File: config.mk
export PLATFORM = sky130hd
export DESIGN_NAME = nios2_avalon_st_adapter_symbol_serializer_flat
export DESIGN_NICKNAME = d
export VERILOG_FILES = /design/src/rtl/nios2_avalon_st_adapter_symbol_serializer_if.sv /design/src/rtl/nios2_avalon_st_adapter_symbol_serializer.sv /design/src/flat_wrapper.sv
export SDC_FILE = /design/constraint.sdc
export NUM_CORES = 1
export LEC_CHECK = 0
export ABC_AREA = 1
export CORE_MARGIN = 1.5
export CORE_UTILIZATION = 48
export DETAILED_ROUTE_END_ITERATION = 10
export HOLD_SLACK_MARGIN = 0.02
export PLACE_DENSITY = 0.84
export REMOVE_ABC_BUFFERS = 1
export SLEW_MARGIN = 15
export SYNTH_ARGS = -nofsm -noshare
export SYNTH_HDL_FRONTEND = slang
export SYNTH_SLANG_ARGS = --single-unit
File: constraint.sdc
create_clock -name clk -period 1.6 [get_ports clk]
set_input_delay 0.24 -clock clk [delete_from_list [all_inputs] [get_ports clk]]
set_output_delay 0.24 -clock clk [all_outputs]
set_load 0.03 [all_outputs]
File: src/rtl/nios2_avalon_st_adapter_symbol_serializer_if.sv
// Avalon-ST word-in / symbol-out stream bundle for the symbol serializer.
// slave = serializer view, master = the FIFO side plus the downstream sink.
interface nios2_avalon_st_adapter_symbol_serializer_if #(
  parameter int CHANNEL_WIDTH = 6
);
  logic                       in_ready;
  logic                       in_valid;
  logic [CHANNEL_WIDTH+35:0]  in_data;
  logic                       out_ready;
  logic                       out_valid;
  logic [7:0]                 out_data;
  logic [CHANNEL_WIDTH-1:0]   out_channel;
  logic                       out_startofpacket;
  logic                       out_endofpacket;

  modport slave (
    output in_ready,
    input  in_valid,
    input  in_data,
    input  out_ready,
    output out_valid,
    output out_data,
    output out_channel,
    output out_startofpacket,
    output out_endofpacket
  );

  modport master (
    input  in_ready,
    output in_valid,
    output in_data,
    output out_ready,
    input  out_valid,
    input  out_data,
    input  out_channel,
    input  out_startofpacket,
    input  out_endofpacket
  );
endinterface

File: src/rtl/nios2_avalon_st_adapter_symbol_serializer.sv
// Serializes 4-symbol packed FIFO words into a byte-wide Avalon-ST stream.
// Define NIOS2_ST_SERIALIZER_PKT_CHECK_EN to compile in the packet-framing checker.
module nios2_avalon_st_adapter_symbol_serializer #(
  parameter int SYMBOLS       = 4,
  parameter int CHANNEL_WIDTH = 6
) (
  input  logic clk,
  input  logic reset_n,
  nios2_avalon_st_adapter_symbol_serializer_if.slave st,
  output logic protocol_error
);

  localparam int SYM_W   = 8 * SYMBOLS;
  localparam int EMPTY_LSB = SYM_W;
  localparam int CHAN_LSB  = SYM_W + 2;
  localparam int SOP_BIT   = CHAN_LSB + CHANNEL_WIDTH;
  localparam int EOP_BIT   = SOP_BIT + 1;

  typedef enum logic [0:0] {IDLE = 1'b0, SHIFT = 1'b1} state_t;

  state_t                   state_r, nxt_state_s;
  logic [SYM_W-1:0]         sym_r, nxt_sym_s;
  logic [1:0]               empty_r, nxt_empty_s;
  logic [CHANNEL_WIDTH-1:0] chan_r, nxt_chan_s;
  logic                     sop_r, nxt_sop_s;
  logic                     eop_r, nxt_eop_s;
  logic [1:0]               idx_r, nxt_idx_s;
  logic                     at_last_r, nxt_last_s;

  logic                     out_valid_r;
  logic [7:0]               out_data_r;
  logic [CHANNEL_WIDTH-1:0] out_channel_r;
  logic                     out_sop_r;
  logic                     out_eop_r;

  logic in_ready_s;
  logic load_s;
  logic xfer_s;

  function automatic logic [1:0] last_index(input logic eop, input logic [1:0] empty);
    if (eop) begin
      last_index = 2'(SYMBOLS - 1) - empty;
    end else begin
      last_index = 2'(SYMBOLS - 1);
    end
  endfunction

  // Symbol 0 sits in the most significant byte.
  function automatic logic [7:0] pick_symbol(input logic [SYM_W-1:0] syms, input logic [1:0] idx);
    case (idx)
      2'd0:    pick_symbol = syms[31:24];
      2'd1:    pick_symbol = syms[23:16];
      2'd2:    pick_symbol = syms[15:8];
      2'd3:    pick_symbol = syms[7:0];
      default: pick_symbol = 8'd0;
    endcase
  endfunction

  // The only input-to-output comb path: retiring word frees the slot this edge.
  assign in_ready_s = (state_r == IDLE) || (st.out_ready && at_last_r);
  assign load_s     = st.in_valid && in_ready_s;
  assign xfer_s     = (state_r == SHIFT) && st.out_ready;

  // Next holding-register contents: load wins over advance, retire drops to IDLE.
  always_comb begin
    nxt_state_s = state_r;
    nxt_sym_s   = sym_r;
    nxt_empty_s = empty_r;
    nxt_chan_s  = chan_r;
    nxt_sop_s   = sop_r;
    nxt_eop_s   = eop_r;
    nxt_idx_s   = idx_r;
    if (load_s) begin
      nxt_state_s = SHIFT;
      nxt_sym_s   = st.in_data[SYM_W-1:0];
      nxt_empty_s = st.in_data[EMPTY_LSB +: 2];
      nxt_chan_s  = st.in_data[CHAN_LSB +: CHANNEL_WIDTH];
      nxt_sop_s   = st.in_data[SOP_BIT];
      nxt_eop_s   = st.in_data[EOP_BIT];
      nxt_idx_s   = 2'd0;
    end else if (xfer_s) begin
      if (at_last_r) begin
        nxt_state_s = IDLE;
      end else begin
        nxt_idx_s = idx_r + 2'd1;
      end
    end else begin
      nxt_state_s = state_r;
    end
    nxt_last_s = (nxt_idx_s == last_index(nxt_eop_s, nxt_empty_s));
  end

  // Serializer FSM, holding register and registered stream outputs.
  always_ff @(posedge clk or negedge reset_n) begin
    if (!reset_n) begin
      state_r       <= IDLE;
      sym_r         <= '0;
      empty_r       <= 2'd0;
      chan_r        <= '0;
      sop_r         <= 1'b0;
      eop_r         <= 1'b0;
      idx_r         <= 2'd0;
      at_last_r     <= 1'b0;
      out_valid_r   <= 1'b0;
      out_data_r    <= 8'd0;
      out_channel_r <= '0;
      out_sop_r     <= 1'b0;
      out_eop_r     <= 1'b0;
    end else begin
      state_r       <= nxt_state_s;
      sym_r         <= nxt_sym_s;
      empty_r       <= nxt_empty_s;
      chan_r        <= nxt_chan_s;
      sop_r         <= nxt_sop_s;
      eop_r         <= nxt_eop_s;
      idx_r         <= nxt_idx_s;
      at_last_r     <= nxt_last_s;
      out_valid_r   <= (nxt_state_s == SHIFT);
      out_data_r    <= pick_symbol(nxt_sym_s, nxt_idx_s);
      out_channel_r <= nxt_chan_s;
      out_sop_r     <= nxt_sop_s && (nxt_idx_s == 2'd0);
      out_eop_r     <= nxt_eop_s && nxt_last_s;
    end
  end

  assign st.in_ready          = in_ready_s;
  assign st.out_valid         = out_valid_r;
  assign st.out_data          = out_data_r;
  assign st.out_channel       = out_channel_r;
  assign st.out_startofpacket = out_sop_r;
  assign st.out_endofpacket   = out_eop_r;

`ifdef NIOS2_ST_SERIALIZER_PKT_CHECK_EN
  logic in_pkt_r;
  logic protocol_error_r;
  logic frame_err_s;

  // Framing violations of the word being accepted this edge.
  always_comb begin
    frame_err_s = (st.in_data[SOP_BIT] && in_pkt_r)
               || (!st.in_data[SOP_BIT] && !in_pkt_r)
               || ((st.in_data[EMPTY_LSB +: 2] != 2'd0) && !st.in_data[EOP_BIT]);
  end

  // In-packet tracking; eop takes priority so a sop+eop word leaves us outside.
  always_ff @(posedge clk or negedge reset_n) begin
    if (!reset_n) begin
      in_pkt_r         <= 1'b0;
      protocol_error_r <= 1'b0;
    end else if (load_s) begin
      protocol_error_r <= frame_err_s;
      if (st.in_data[EOP_BIT]) begin
        in_pkt_r <= 1'b0;
      end else if (st.in_data[SOP_BIT]) begin
        in_pkt_r <= 1'b1;
      end else begin
        in_pkt_r <= in_pkt_r;
      end
    end else begin
      protocol_error_r <= 1'b0;
    end
  end

  assign protocol_error = protocol_error_r;
`else
  assign protocol_error = 1'b0;
`endif

endmodule

File: src/flat_wrapper.sv
// flat-port wrapper written by rule: the top's interface ports become plain ports
module nios2_avalon_st_adapter_symbol_serializer_flat 
#(
  parameter int SYMBOLS       = 4,
  parameter int CHANNEL_WIDTH = 6
)
  (clk, reset_n, protocol_error, st_in_ready, st_in_valid, st_in_data, st_out_ready, st_out_valid, st_out_data, st_out_channel, st_out_startofpacket, st_out_endofpacket);
  nios2_avalon_st_adapter_symbol_serializer_if #(.CHANNEL_WIDTH(CHANNEL_WIDTH)) st_i ();
  input  logic clk;
  input  logic reset_n;
  output logic protocol_error;
  output wire logic [$bits(st_i.in_ready)-1:0] st_in_ready;
  input wire logic [$bits(st_i.in_valid)-1:0] st_in_valid;
  input wire logic [$bits(st_i.in_data)-1:0] st_in_data;
  input wire logic [$bits(st_i.out_ready)-1:0] st_out_ready;
  output wire logic [$bits(st_i.out_valid)-1:0] st_out_valid;
  output wire logic [$bits(st_i.out_data)-1:0] st_out_data;
  output wire logic [$bits(st_i.out_channel)-1:0] st_out_channel;
  output wire logic [$bits(st_i.out_startofpacket)-1:0] st_out_startofpacket;
  output wire logic [$bits(st_i.out_endofpacket)-1:0] st_out_endofpacket;
  assign st_in_ready = st_i.in_ready;
  assign st_i.in_valid = st_in_valid;
  assign st_i.in_data = st_in_data;
  assign st_i.out_ready = st_out_ready;
  assign st_out_valid = st_i.out_valid;
  assign st_out_data = st_i.out_data;
  assign st_out_channel = st_i.out_channel;
  assign st_out_startofpacket = st_i.out_startofpacket;
  assign st_out_endofpacket = st_i.out_endofpacket;
  nios2_avalon_st_adapter_symbol_serializer #(.SYMBOLS(SYMBOLS), .CHANNEL_WIDTH(CHANNEL_WIDTH)) u_core (.clk(clk), .reset_n(reset_n), .st(st_i), .protocol_error(protocol_error));
endmodule
==> results.sh, run 1 <==
export IMPL_status="completed"
export IMPL_synth_ff_type="dfrtp_1"
export IMPL_routed_wirelength_mm=5.799
export IMPL_cp_max_fo=15
export IMPL_setup_viol=0
export IMPL_postLayoutCellArea_sq_mm=0.003428
export IMPL_rsz0062_at_grt="yes"
export IMPL_comb_power_share_pct=53.2
export IMPL_cts_buffers=5
export IMPL_overflow=0
export IMPL_syn_area_sq_mm=0.002465
export IMPL_nets=398
export IMPL_slew_viol_final=0
export IMPL_die_area_sq_mm=0.005574
export IMPL_gp_congestion=0.8317
export IMPL_drc=0
export IMPL_cts_root_buffer="clkbuf_8"
export IMPL_drv_cap=0
export IMPL_cts_tree="done"
export IMPL_leakage_nw=1.796
export IMPL_grt_pass1_vias=2092
export IMPL_antenna_found_initial=0
export IMPL_drt_wirelength_per_cell_um=13.81
export IMPL_ios=65
export IMPL_synthArstFlopShare_pct=100.0
export IMPL_syn_inst=271
export IMPL_synth_seq_cells=56
export IMPL_grt_pass1_wl_mm=9.501
export IMPL_path_clk_slew_ps=90
export IMPL_track_usage_pct=22.76
export IMPL_fin_crit_sh_pct=99.10
export IMPL_drt_pass1_iterations=4
export IMPL_hold_ws_ps=467.9
export IMPL_p_sw_mw=2.711
export IMPL_synth_area_top_cells="dfrtp_1 (57%), nand2_1 (16%), nand3_1 (11%)"
export IMPL_crit_path_start_kind="primary input"
export IMPL_coreArea_sq_mm=0.004848
export IMPL_initial_core_util_pct=50.84
export IMPL_swShare_pct=40.85
export IMPL_ys_warn_count=0
export IMPL_post_dp_hpwl_mm=4.211
export IMPL_port_buffers=63
export IMPL_drtAntennaViolNets=0
export IMPL_htreeDepth=2
export IMPL_crit_arrival_ps=1350
export IMPL_fin_ws_ps=14.47
export IMPL_layout_drive_gt1_share_pct=13.88
export IMPL_fin_worst_skew_ps=5.895
export IMPL_clk_insertion_delay_late_ps=300
export IMPL_drtIter0Drc=115
export IMPL_area_growth_synth_to_final_pct=39.09
export IMPL_syn_avg_cell_area_sq_um=9.095
export IMPL_yosysMostFrequentCell="nand2_1"
export IMPL_endpoint_kind="output port"
export IMPL_synth_largest_area_cell="dfrtp_1"
export IMPL_cts_max_path_buffers=2
export IMPL_p_clk_share_pct=11.7
export IMPL_dpl_cell_area_sq_mm=0.003294
export IMPL_insertedDiodeCount=0
export IMPL_clock_fmax_mhz=630.7
export IMPL_max_vdd_ir_drop_mv=0.9691
export IMPL_die_h_um=74.66
export IMPL_hold_violations=0
export IMPL_ys_top_cells_by_count="nand2_1 (103), dfrtp_1 (56), nand3_1 (54)"
export IMPL_cts_sinks=56
export IMPL_min_path_type="primary input to async pin"
export IMPL_ys_seq_area_share_pct=56.85
export IMPL_synth_cell_types=23
export IMPL_place_ws_ps=-207.8
export IMPL_path_class="primary input to output port"
export IMPL_viasPerCell=5.090
export IMPL_required_ps=1360
export IMPL_power_density_mw_per_mm2=1936
export IMPL_synth_edf_count=0
export IMPL_tns_ps=0
export IMPL_p_seq_share_pct=35.0
export IMPL_synth_top_area_share_pct=56.85
export IMPL_intPower_mw=3.926
export IMPL_rows=25
export IMPL_dr_total_vias=2138
export IMPL_r2r_slack_ps=120
export IMPL_grt_max_degree=57
export IMPL_floorplan_die_width_um=74.66
export IMPL_fin_util_pct=70.71
export IMPL_fin_crit_ps=1586
## worst max-delay path, cell delays in order
cell and delay (ps):
clkdlybuf4s50_1 520, nand2_2 80, nand2_4 90, buf_12 120, buf_12 130, buf_4 160
## power by group through the flow
stage	Clock (mW)	Combinational, mW	Sequential (mW)
2_1_floorplan	0	1.53	2.71
3_3_place_gp	0	3.41	2.32
3_5_place_dp	0	3.55	2.36
4_1_cts	0.799	3.55	2.33
5_1_grt	0.866	3.90	2.38
6_report	0.779	3.53	2.33
## worst paths after layout
path,from,to,depth (start not counted)
worst max-delay path,st_out_ready,st_in_ready,6
worst min-delay path,reset_n,u_core.sym_r[4],3
worst max register to register,u_core.at_last_r,u_core.at_last_r,9
worst min register to register,u_core.sym_r[0],u_core.sym_r[0],2
max in group asynchronous,reset_n,u_core.sym_r[30],3
min in group clk,u_core.sym_r[0],u_core.sym_r[0],2
## layer usage
metal  vias to the layer above  wire length [um]  track usage, %  part of all wire (%)
met2                        68              2906           39.19                    50
met4                         0                62           6.869                   1.1
met1                      1022              2573           29.53                    44
li1                       1042                 -               -                     -
met5                         -                 0               0                     0
met3                         6               256           4.150                   4.4
## stage by stage
step | std cells | total power [mW]
6_report | 420 | 6.636
5_1_grt | 420 | 7.144
4_1_cts | 419 | 6.684
3_5_place_dp | 410 | 5.909
3_3_place_gp | 410 | 5.735
2_1_floorplan | 255 | 4.234
## what timing repair did
item                       in CTS  in global routing
gates cloned                    0                  0
hold buffers                    1                  0
setup endpoints to repair       1                 11
pin swaps                       0                  0
resized for setup               1                 10
setup buffers                   0                  1
hold endpoints to repair       56                  0
## cell type report
type / count / area [sq um]
well taps: 67 / 83.83
multi-input cells: 188 / 894.6
inverters: 11 / 41.29
clock buffers: 6 / 82.58
clock inverters: 2 / 10.01
repair buffers: 90 / 914.6
fillers: 363 / 1420
flip-flops and latches: 56 / 1401
## placed cells by master (no fill, tap or decap), types with 2 or more instances in the layout
master           netlist  routed
clkdlybuf4s50_1        0      50
nand2_1              103     103
inv_1                 10      10
buf_12                 0       5
nand3_1               54      54
nand3_2                2       2
dlymetal6s2s_1         0      10
nand4_1               10      10
clkbuf_8               0       6
nor2_1                 4       4
mux2_2                 5       5
clkinv_2               0       2
nand2_4                2       2
buf_4                  3      22
dfrtp_1               56      56
## kinds of logic (layout without fill, tap and decap cells)
kind of cell | after synthesis | after routing | share of synthesized area, %
and+or+nand+nor | 179 | 179 | 32.74
DFF | 56 | 56 | 56.85
buffers and inverters | 27 | 109 | 6.852
muxes | 6 | 6 | 2.741
AOI/OAI and AO/OA | 2 | 2 | 0.6597
other | 1 | 1 | 0.1521
## flip-flops by register name, indices dropped and copies added, names as in the netlist
signal	cells
u_core.idx_r	2
u_core.chan_r	6
u_core.at_last_r	1
u_core.st.out_endofpacket	1
u_core.empty_r	2
u_core.st.out_startofpacket	1
u_core.eop_r	1
u_core.sym_r	32
u_core.st.out_data	8
u_core.state_r	1
u_core.sop_r	1
Note: power is estimated with default switching activity, not from simulation.
==> run 2, diff against run 1 <==
Settings changed: CTS_CLUSTER_SIZE set to 25.
Clock period 1.6 ns to 1.7 ns, I/O delays scaled along.
==> results.sh, run 2 (synthesis results as in run 1) <==
export IMPL_grt_pass1_vias=2025
export IMPL_path_clk_slew_ps=90
export IMPL_fin_worst_skew_ps=5.773
export IMPL_rsz0062_at_grt="no"
export IMPL_drt_pass1_iterations=4
export IMPL_cts_sinks=56
export IMPL_ios=65
export IMPL_clk_insertion_delay_late_ps=300
export IMPL_cts_buffers=5
export IMPL_fin_crit_sh_pct=93.66
export IMPL_grt_max_degree=31
export IMPL_dp_cells=410
export IMPL_cp_max_fo=1
export IMPL_clock_fmax_mhz=628.1
export IMPL_place_ws_ps=-63.31
export IMPL_layout_common_cells="nand2_1 (103), clkdlybuf4s50_1 (60), dfrtp_1 (56)"
export IMPL_drv_cap=0
export IMPL_drc=0
export IMPL_overflow=0
export IMPL_leakage_nw=1.679
export IMPL_die_h_um=74.66
export IMPL_post_cts_setup_buffers=0
export IMPL_cpMaxStageDelayCell="clkdlybuf4s50_1"
export IMPL_setup_viol=0
export IMPL_die_area_sq_mm=0.005574
export IMPL_max_vdd_ir_drop_mv=1.044
export IMPL_nets=397
export IMPL_postLayoutCellArea_sq_mm=0.003390
export IMPL_insertedDiodeCount=0
export IMPL_top_register="u_core.sym_r"
export IMPL_required_ps=1440
export IMPL_layout_drive_gt1_share_pct=13.35
export IMPL_post_dp_hpwl_mm=4.123
export IMPL_power_density_mw_per_mm2=1854
export IMPL_fin_util_pct=69.91
export IMPL_critical_path_top_delay_family="buffers and inverters"
export IMPL_slew_viol_final=0
export IMPL_critical_path_cell_chain="clkdlybuf4s50_1"
export IMPL_drtIter0Drc=141
export IMPL_dpl_cell_area_sq_mm=0.003269
export IMPL_hold_violations=0
export IMPL_floorplan_die_width_um=74.66
export IMPL_largest_reg_flops=32
export IMPL_fin_crit_ps=1592
export IMPL_viasPerCell=5.031
export IMPL_drtAntennaViolNets=0
export IMPL_track_usage_pct=21.62
export IMPL_layout_cells_non_filler=419
export IMPL_routed_wirelength_mm=5.595
export IMPL_cts_tree="done"
export IMPL_drt_wirelength_per_cell_um=13.35
export IMPL_worst_path_buf_inv=1
export IMPL_cts_max_path_buffers=2
export IMPL_rows=25
export IMPL_dr_total_vias=2108
export IMPL_initial_core_util_pct=50.84
export IMPL_grt_pass1_wl_mm=9.170
export IMPL_cpPeakStageDelay_ps=670
export IMPL_gp_congestion=0.8029
export IMPL_path_class="register to output port"
export IMPL_min_path_type="primary input to async pin"
export IMPL_port_buffers=63
export IMPL_crit_path_start_kind="register"
export IMPL_cts_root_buffer="clkbuf_8"
export IMPL_status="completed"
export IMPL_fin_ws_ps=107.8
export IMPL_coreArea_sq_mm=0.004848
export IMPL_antenna_found_initial=0
export IMPL_final_common_cell="nand2_1"
export IMPL_endpoint_kind="output port"
export IMPL_crit_arrival_ps=1340
export IMPL_htreeDepth=2
export IMPL_area_growth_synth_to_final_pct=37.51
[run 2: through the flow]
| step | TNS [ps] | total power, mW | hold slack, ps |
|---|---|---|---|
| CTS | 0 | 6.314 | 456.8 |
| finish | 0 | 6.283 | 443.7 |
| floorplan | -3969 | 3.985 | -40.59 |
| global route | 0 | 6.736 | 496.5 |
| global placement | -57.28 | 5.328 | 238.2 |
| detailed placement | -532.7 | 5.458 | 248.3 |
[run 2: layer usage]
| layer | wire length, um | global-route usage, % | vias up | part of all wire, % |
|---|---|---|---|---|
| li1 | - | - | 1044 | - |
| met1 | 2516 | 29.76 | 978 | 45 |
| met2 | 2754 | 36.21 | 78 | 49 |
| met3 | 251 | 3.213 | 8 | 4.5 |
| met4 | 73 | 5.859 | 0 | 1.3 |
| met5 | 0 | 0 | - | 0 |
[run 2: final timing paths]
check,startpoint,endpoint,slack [ps],cells after the start
hold / removal,reset_n,u_core.sym_r[4],440,2
min in group clk,u_core.sym_r[15],u_core.sym_r[15],480,2
max in group asynchronous,reset_n,u_core.st.out_data[7],650,3
hold reg to reg,u_core.sym_r[15],u_core.sym_r[15],480,2
setup / recovery,u_core.st.out_data[7],st_out_data[7],110,1
setup reg to reg,u_core.at_last_r,u_core.st.out_data[4],260,7
[run 2: layout make-up]
| cell class | count | area, sq um |
|---|---|---|
| Fill cell | 388 | 1459 |
| Sequential cell | 56 | 1401 |
| Multi-Input combinational cell | 188 | 894.6 |
| Timing Repair Buffer | 89 | 860.8 |
| Tap cell | 67 | 83.83 |
| Clock buffer | 6 | 72.57 |
| Inverter | 11 | 41.29 |
| Clock inverter | 2 | 35.03 |
[run 2: repair_timing]
item                                    4_1_cts  5_1_grt
resized for setup                             0        1
hold buffers                                  1        0
endpoints found under the setup margin        0        1
hold endpoints to repair                     19        0
[run 2: report_power, final]
group	internal (mW)	leakage (nW)	switching, mW
registers	1.96	0.692	0.233
logic	1.37	0.932	1.88
clock network	0.438	0.0552	0.402
==> edit 1, RTL diff (flow settings as in run 1) <==
`CHANNEL_WIDTH` is set to 6 in 3 places; all go to 8.
--- a/src/rtl/nios2_avalon_st_adapter_symbol_serializer_if.sv
+++ b/src/rtl/nios2_avalon_st_adapter_symbol_serializer_if.sv
@@ -1,7 +1,7 @@
 // Avalon-ST word-in / symbol-out stream bundle for the symbol serializer.
 // slave = serializer view, master = the FIFO side plus the downstream sink.
 interface nios2_avalon_st_adapter_symbol_serializer_if #(
-  parameter int CHANNEL_WIDTH = 6
+  parameter int CHANNEL_WIDTH = 8
 );
   logic                       in_ready;
   logic                       in_valid;
--- a/src/rtl/nios2_avalon_st_adapter_symbol_serializer.sv
+++ b/src/rtl/nios2_avalon_st_adapter_symbol_serializer.sv
@@ -2,7 +2,7 @@
 // Define NIOS2_ST_SERIALIZER_PKT_CHECK_EN to compile in the packet-framing checker.
 module nios2_avalon_st_adapter_symbol_serializer #(
   parameter int SYMBOLS       = 4,
-  parameter int CHANNEL_WIDTH = 6
+  parameter int CHANNEL_WIDTH = 8
 ) (
   input  logic clk,
   input  logic reset_n,
--- a/src/flat_wrapper.sv
+++ b/src/flat_wrapper.sv
@@ -2,7 +2,7 @@
 module nios2_avalon_st_adapter_symbol_serializer_flat 
 #(
   parameter int SYMBOLS       = 4,
-  parameter int CHANNEL_WIDTH = 6
+  parameter int CHANNEL_WIDTH = 8
 )
   (clk, reset_n, protocol_error, st_in_ready, st_in_valid, st_in_data, st_out_ready, st_out_valid, st_out_data, st_out_channel, st_out_startofpacket, st_out_endofpacket);
   nios2_avalon_st_adapter_symbol_serializer_if #(.CHANNEL_WIDTH(CHANNEL_WIDTH)) st_i ();
Interface: changed (resized st_in_data and st_out_channel); port bits go from 65 to 69. No check against the original RTL was run, so the function may have changed too.
==> edit 1 against run 1 <==
Setup slack gained 0.0088 ns. Sequential share of layout area shrank 0.65 points. Routed wire length rose by 4.6%. Synthesized area is 1.8% higher. Combinational power up 2%. Final area is 5.3% higher. Count of clock-buffer cells in the layout up 8. Power up 9.2%. Sequential cell count grew 2. Synthesized cell count grew 1.5%. Hold slack got worse by 0.0088 ns. Largest cell class unchanged. Highest routed layer unchanged.
==> edit 1: results (changes against run 1) <==
| Metric | Value |
|---|---|
| Initial drt markers | `158 (+37%)` |
| H-tree Lvls | `3 (+1)` |
| WHS | `0.459 ns (-0.00879 ns)` |
| Crit-path leading delay family | `buffers and inverters` |
| Hold Path Class | `input port to asynchronous set/reset pin` |
| Sequential area share after synthesis | `57.9% (+1.0 points)` |
| Vias in the first global route | `2,110 (+0.86%)` |
| Share of cells above drive strength 1 | `15.9% (+2.0 points)` |
| Placed insts | `424 (+3.4%)` |
| Worst Clk Skew | `0.00682 ns (+0.000923 ns)` |
| CP Max Fanout | `1 (-14)` |
| Worst VDD drop | `950 uV (-2.0%)` |
| Slowest stage delay, CP | `0.67 ns (+0.15 ns)` |
| Clock slew at reported path FFs | `0.06 ns (-0.03 ns)` |
| Pin count of the biggest net entering global routing | `59 (+3.5%)` |
| Static leakage | `1.90 nW (+5.9%)` |
| Yosys cell types | `21 (-8.7%)` |
| Ys async rst share | `100% (unchanged)` |
| Status | `completed` |
| Port Buffers | `67 (+6.3%)` |
| Total global-route track usage | `22.9% (+0.14 points)` |
| First-pass GRT wire length | `9.47 mm (-0.29%)` |
| Final Net Count | `414 (+4.0%)` |
| Clock Latency Late Sink | `0.33 ns (+0.03 ns)` |
| R2R Path End | `u_core.st.out_endofpacket$_DFF_PN0_` |
| CTS root buf | `clkbuf_8` |
| Cells on worst reg2reg path | `11 (+2)` |
| Non-filler instance count after layout | `441 (+5.0%)` |
| P_int | `4.35 mW (+11%)` |
| TritonCTS Buffers | `9 (+4)` |
| Reg with most FFs | `u_core.sym_r` |
| Initial antenna violation count | `0 (unchanged)` |
| Warnings, synthesis | `0 (unchanged)` |
| R2R Setup Slk | `0.15 ns (+0.03 ns)` |
| Mapped Cells | `275 (+1.5%)` |
| Total routed wirelength | `6.06 mm (+4.6%)` |
| Synth top area cells | `dfrtp_1 (58%), nand2_1 (16%), nand3_1 (11%)` |
| GPL Wtd Cong | `0.772 (-7.2%)` |
| Top_reg_cell synth | `dfrtp_1` |
| Synth top cells by count | `nand2_1 (104), dfrtp_1 (58), nand3_1 (54)` |
| Total vias in the final route | `2,207 (+3.2%)` |
| Setup violations, final | `0 (unchanged)` |
| CTS max path bufs | `2 (unchanged)` |
| Ant diodes | `0 (unchanged)` |
| Detailed Place HPWL | `4.16 mm (-1.1%)` |
edit 1: changes by cell type in the layout (fill, tap and decap cells not counted), sizes merged:
cell          change
clkbuf            +8
buf               +2
dfrtp             +2
mux2              +2
dlymetal6s2s      +1
dlygate4sd2       +3
edit 1: cells by family (layout without fill, tap and decap cells):
logic type | count (synthesis) | in the layout | synth area share, %
AO/OA/AOI/OAI | 2 | 2 | 0.499
flip-flops | 58 | 58 | 57.9
multiplexers | 8 | 8 | 3.59
AND/OR/NAND/NOR | 179 | 179 | 31.8
buffers and inverters | 27 | 123 | 6.13
other | 1 | 1 | 0.149
edit 1: cell type report:
class	instances	area [sq um]
clock inverter	2	10.0
multi-input combinational	190	911
sequential	58	1450
tap	70	87.6
timing repair buffer	96	935
fill	387	1470
inverter	11	41.3
clock buffer	14	173
edit 1: worst max path at each step:
stage	slack [ns]	start	cells past startpoint	to
2_1_floorplan	-0.70	u_core.state_r$_DFFE_PN0P_	6	u_core.st.out_data[0]$_DFF_PN0_
3_3_place_gp	-0.16	st_out_ready	11	u_core.st.out_endofpacket$_DFF_PN0_
3_5_place_dp	-0.25	st_out_ready	8	u_core.st.out_data[2]$_DFF_PN0_
4_1_cts	0.00002	u_core.chan_r[5]$_DFFE_PN0N_	1	st_out_channel[5]
6_report	0.02	u_core.st.out_data[1]$_DFF_PN0_	1	st_out_data[1]
5_1_grt	0.0004	u_core.st.out_data[1]$_DFF_PN0_	1	st_out_data[1]
edit 1: through the flow:
step / instance area [sq um] / setup slack [ns]
4_1_cts: 3570 / 0.0000205
3_5_place_dp: 3380 / -0.248
6_report: 3610 / 0.0232
5_1_grt: 3610 / 0.000413
3_3_place_gp: 3380 / -0.158
2_1_floorplan: 2400 / -0.697
edit 1: tightest hold or removal path: stages:
cell and delay, ns:
dlygate4sd3_1 0.53, buf_2 0.13, buf_12 0.28
edit 1: what timing repair did:
| item | 4_1_cts | 5_1_grt |
|---|---|---|
| gates resized for setup | 4 | 14 |
| hold endpoints to repair | 58 | 0 |
| hold buffers | 1 | 0 |
| setup endpoints to repair | 4 | 22 |
| buffers inserted | 0 | 0 |
edit 1: power by group through the flow:
stage / Clock [mW] / Sequential, mW / Combinational (mW)
finish: 1.22 / 2.41 / 3.61
global route: 1.30 / 2.48 / 3.98
CTS: 1.24 / 2.42 / 3.60
detailed placement: 0 / 2.44 / 3.60
global placement: 0 / 2.41 / 3.50
floorplan: 0 / 2.84 / 1.54
edit 1: metal layers:
metal | wire length [um] | vias to the layer above | GRT usage, %
met4 | 105 | 0 | 11.9
met3 | 349 | 11 | 4.50
met5 | 0 | - | 0
li1 | - | 1080 | -
met1 | 2470 | 1049 | 26.9
met2 | 3140 | 67 | 39.8
==> edit 2, RTL diff (flow settings as in run 1) <==
Made on the original files. Take the reset off `out_data_r` and load it in a clocked block of its own.
--- a/src/rtl/nios2_avalon_st_adapter_symbol_serializer.sv
+++ b/src/rtl/nios2_avalon_st_adapter_symbol_serializer.sv
@@ -102,7 +102,6 @@
       idx_r         <= 2'd0;
       at_last_r     <= 1'b0;
       out_valid_r   <= 1'b0;
-      out_data_r    <= 8'd0;
       out_channel_r <= '0;
       out_sop_r     <= 1'b0;
       out_eop_r     <= 1'b0;
@@ -116,11 +115,14 @@
       idx_r         <= nxt_idx_s;
       at_last_r     <= nxt_last_s;
       out_valid_r   <= (nxt_state_s == SHIFT);
-      out_data_r    <= pick_symbol(nxt_sym_s, nxt_idx_s);
       out_channel_r <= nxt_chan_s;
       out_sop_r     <= nxt_sop_s && (nxt_idx_s == 2'd0);
       out_eop_r     <= nxt_eop_s && nxt_last_s;
     end
+  end
+
+  always_ff @(posedge clk) begin
+    out_data_r <= pick_symbol(nxt_sym_s, nxt_idx_s);
   end
 
   assign st.in_ready          = in_ready_s;
Check against the original RTL: not equivalent (Yosys sat finds a counterexample within 4 cycles, from zero or initial values and one cycle with reset_n low).
==> edit 2 against run 1 <==
Sequential cell count did not move. Synthesized area fell by 1.6%. First-iteration DRC count rose by 96%. Maximum frequency rose by 0.90%. Power fell by 2.0%. Setup slack improved by 0.014 ns. Core utilization fell by 0.93 points. Sequential share of layout area fell by 0.11 points. Final area fell by 2.6%. Routed wire length fell by 6.4%. Largest cell class unchanged.
==> edit 2: results (changes against run 1) <==
| Metric | Value |
|---|---|
| Placed insts | `406 (-0.98%)` |
| Pre-Repair DR Iteration Count | `5 (+1)` |
| First-pass GRT wire length | `8.60 mm (-9.4%)` |
| Syn Area/Cell | `8.95 sq um (-1.6%)` |
| Met3 GRT Util | `4.61% (+0.46 points)` |
| Static leakage | `1.64 nW (-8.5%)` |
| Detailed Place HPWL | `3.82 mm (-9.3%)` |
| Share of cells above drive strength 1 | `13.0% (-0.91 points)` |
| Status | `completed` |
| CTS resizes | `2 (+1)` |
| Clk_buf instances | `5 (-1)` |
| Setup crit end | `st_out_data[0]` |
| Total routed wirelength | `5.43 mm (-6.4%)` |
| Crit Path Class | `flop to primary output` |
| # fillers | `380 (+4.7%)` |
| Crit path launch | `u_core.st.out_data[0]$_DFF_P_` |
| Buffers, non-clock | `85 (-5.6%)` |
| CP Max Fanout | `1 (-14)` |
| Initial drt markers | `225 (+96%)` |
| WL met2 | `2.70 mm (-7.3%)` |
| Synth top area cells | `dfrtp_1 (50%), nand2_1 (16%), nand3_1 (11%)` |
| Final Net Count | `393 (-1.3%)` |
| Total global-route track usage | `20.6% (-2.1 points)` |
| GPL Wtd Cong | `0.788 (-5.2%)` |
| Ys async rst share | `85.7% (-14 points)` |
| Cells on worst reg2reg path | `11 (+2)` |
| Pin count of the biggest net entering global routing | `49 (-14%)` |
| Met3 wire length | `282 um (+10%)` |
-- edit 2: kinds of logic (layout without fill, tap and decap cells) --
logic type | Yosys count | count (layout) | share of synthesized area, %
flip-flops | 56 | 56 | 56.1
AO/OA/AOI/OAI | 2 | 2 | 0.671
AND/OR/NAND/NOR | 179 | 179 | 33.3
other | 1 | 1 | 0.155
multiplexers | 6 | 6 | 2.79
buffers and inverters | 27 | 103 | 6.97
-- edit 2: metrics by stage --
step	hold WS [ns]	utilization [%]	cell area [sq um]	setup slack, ns
floorplan	-0.0556	-	2300	-0.429
CTS	0.453	69.3	3320	0.0207
global route	0.474	69.8	3340	-0.00990
finish	0.450	69.8	3340	0.0286
detailed placement	0.248	67.4	3220	-0.165
global placement	0.239	67.4	3220	-0.172
-- edit 2: power by group --
| group | internal [mW] | leakage (nW) | switching (mW) |
|---|---|---|---|
| combinational | 1.46 | 0.945 | 1.98 |
| clock | 0.297 | 0.0400 | 0.434 |
| sequential | 2.09 | 0.658 | 0.241 |
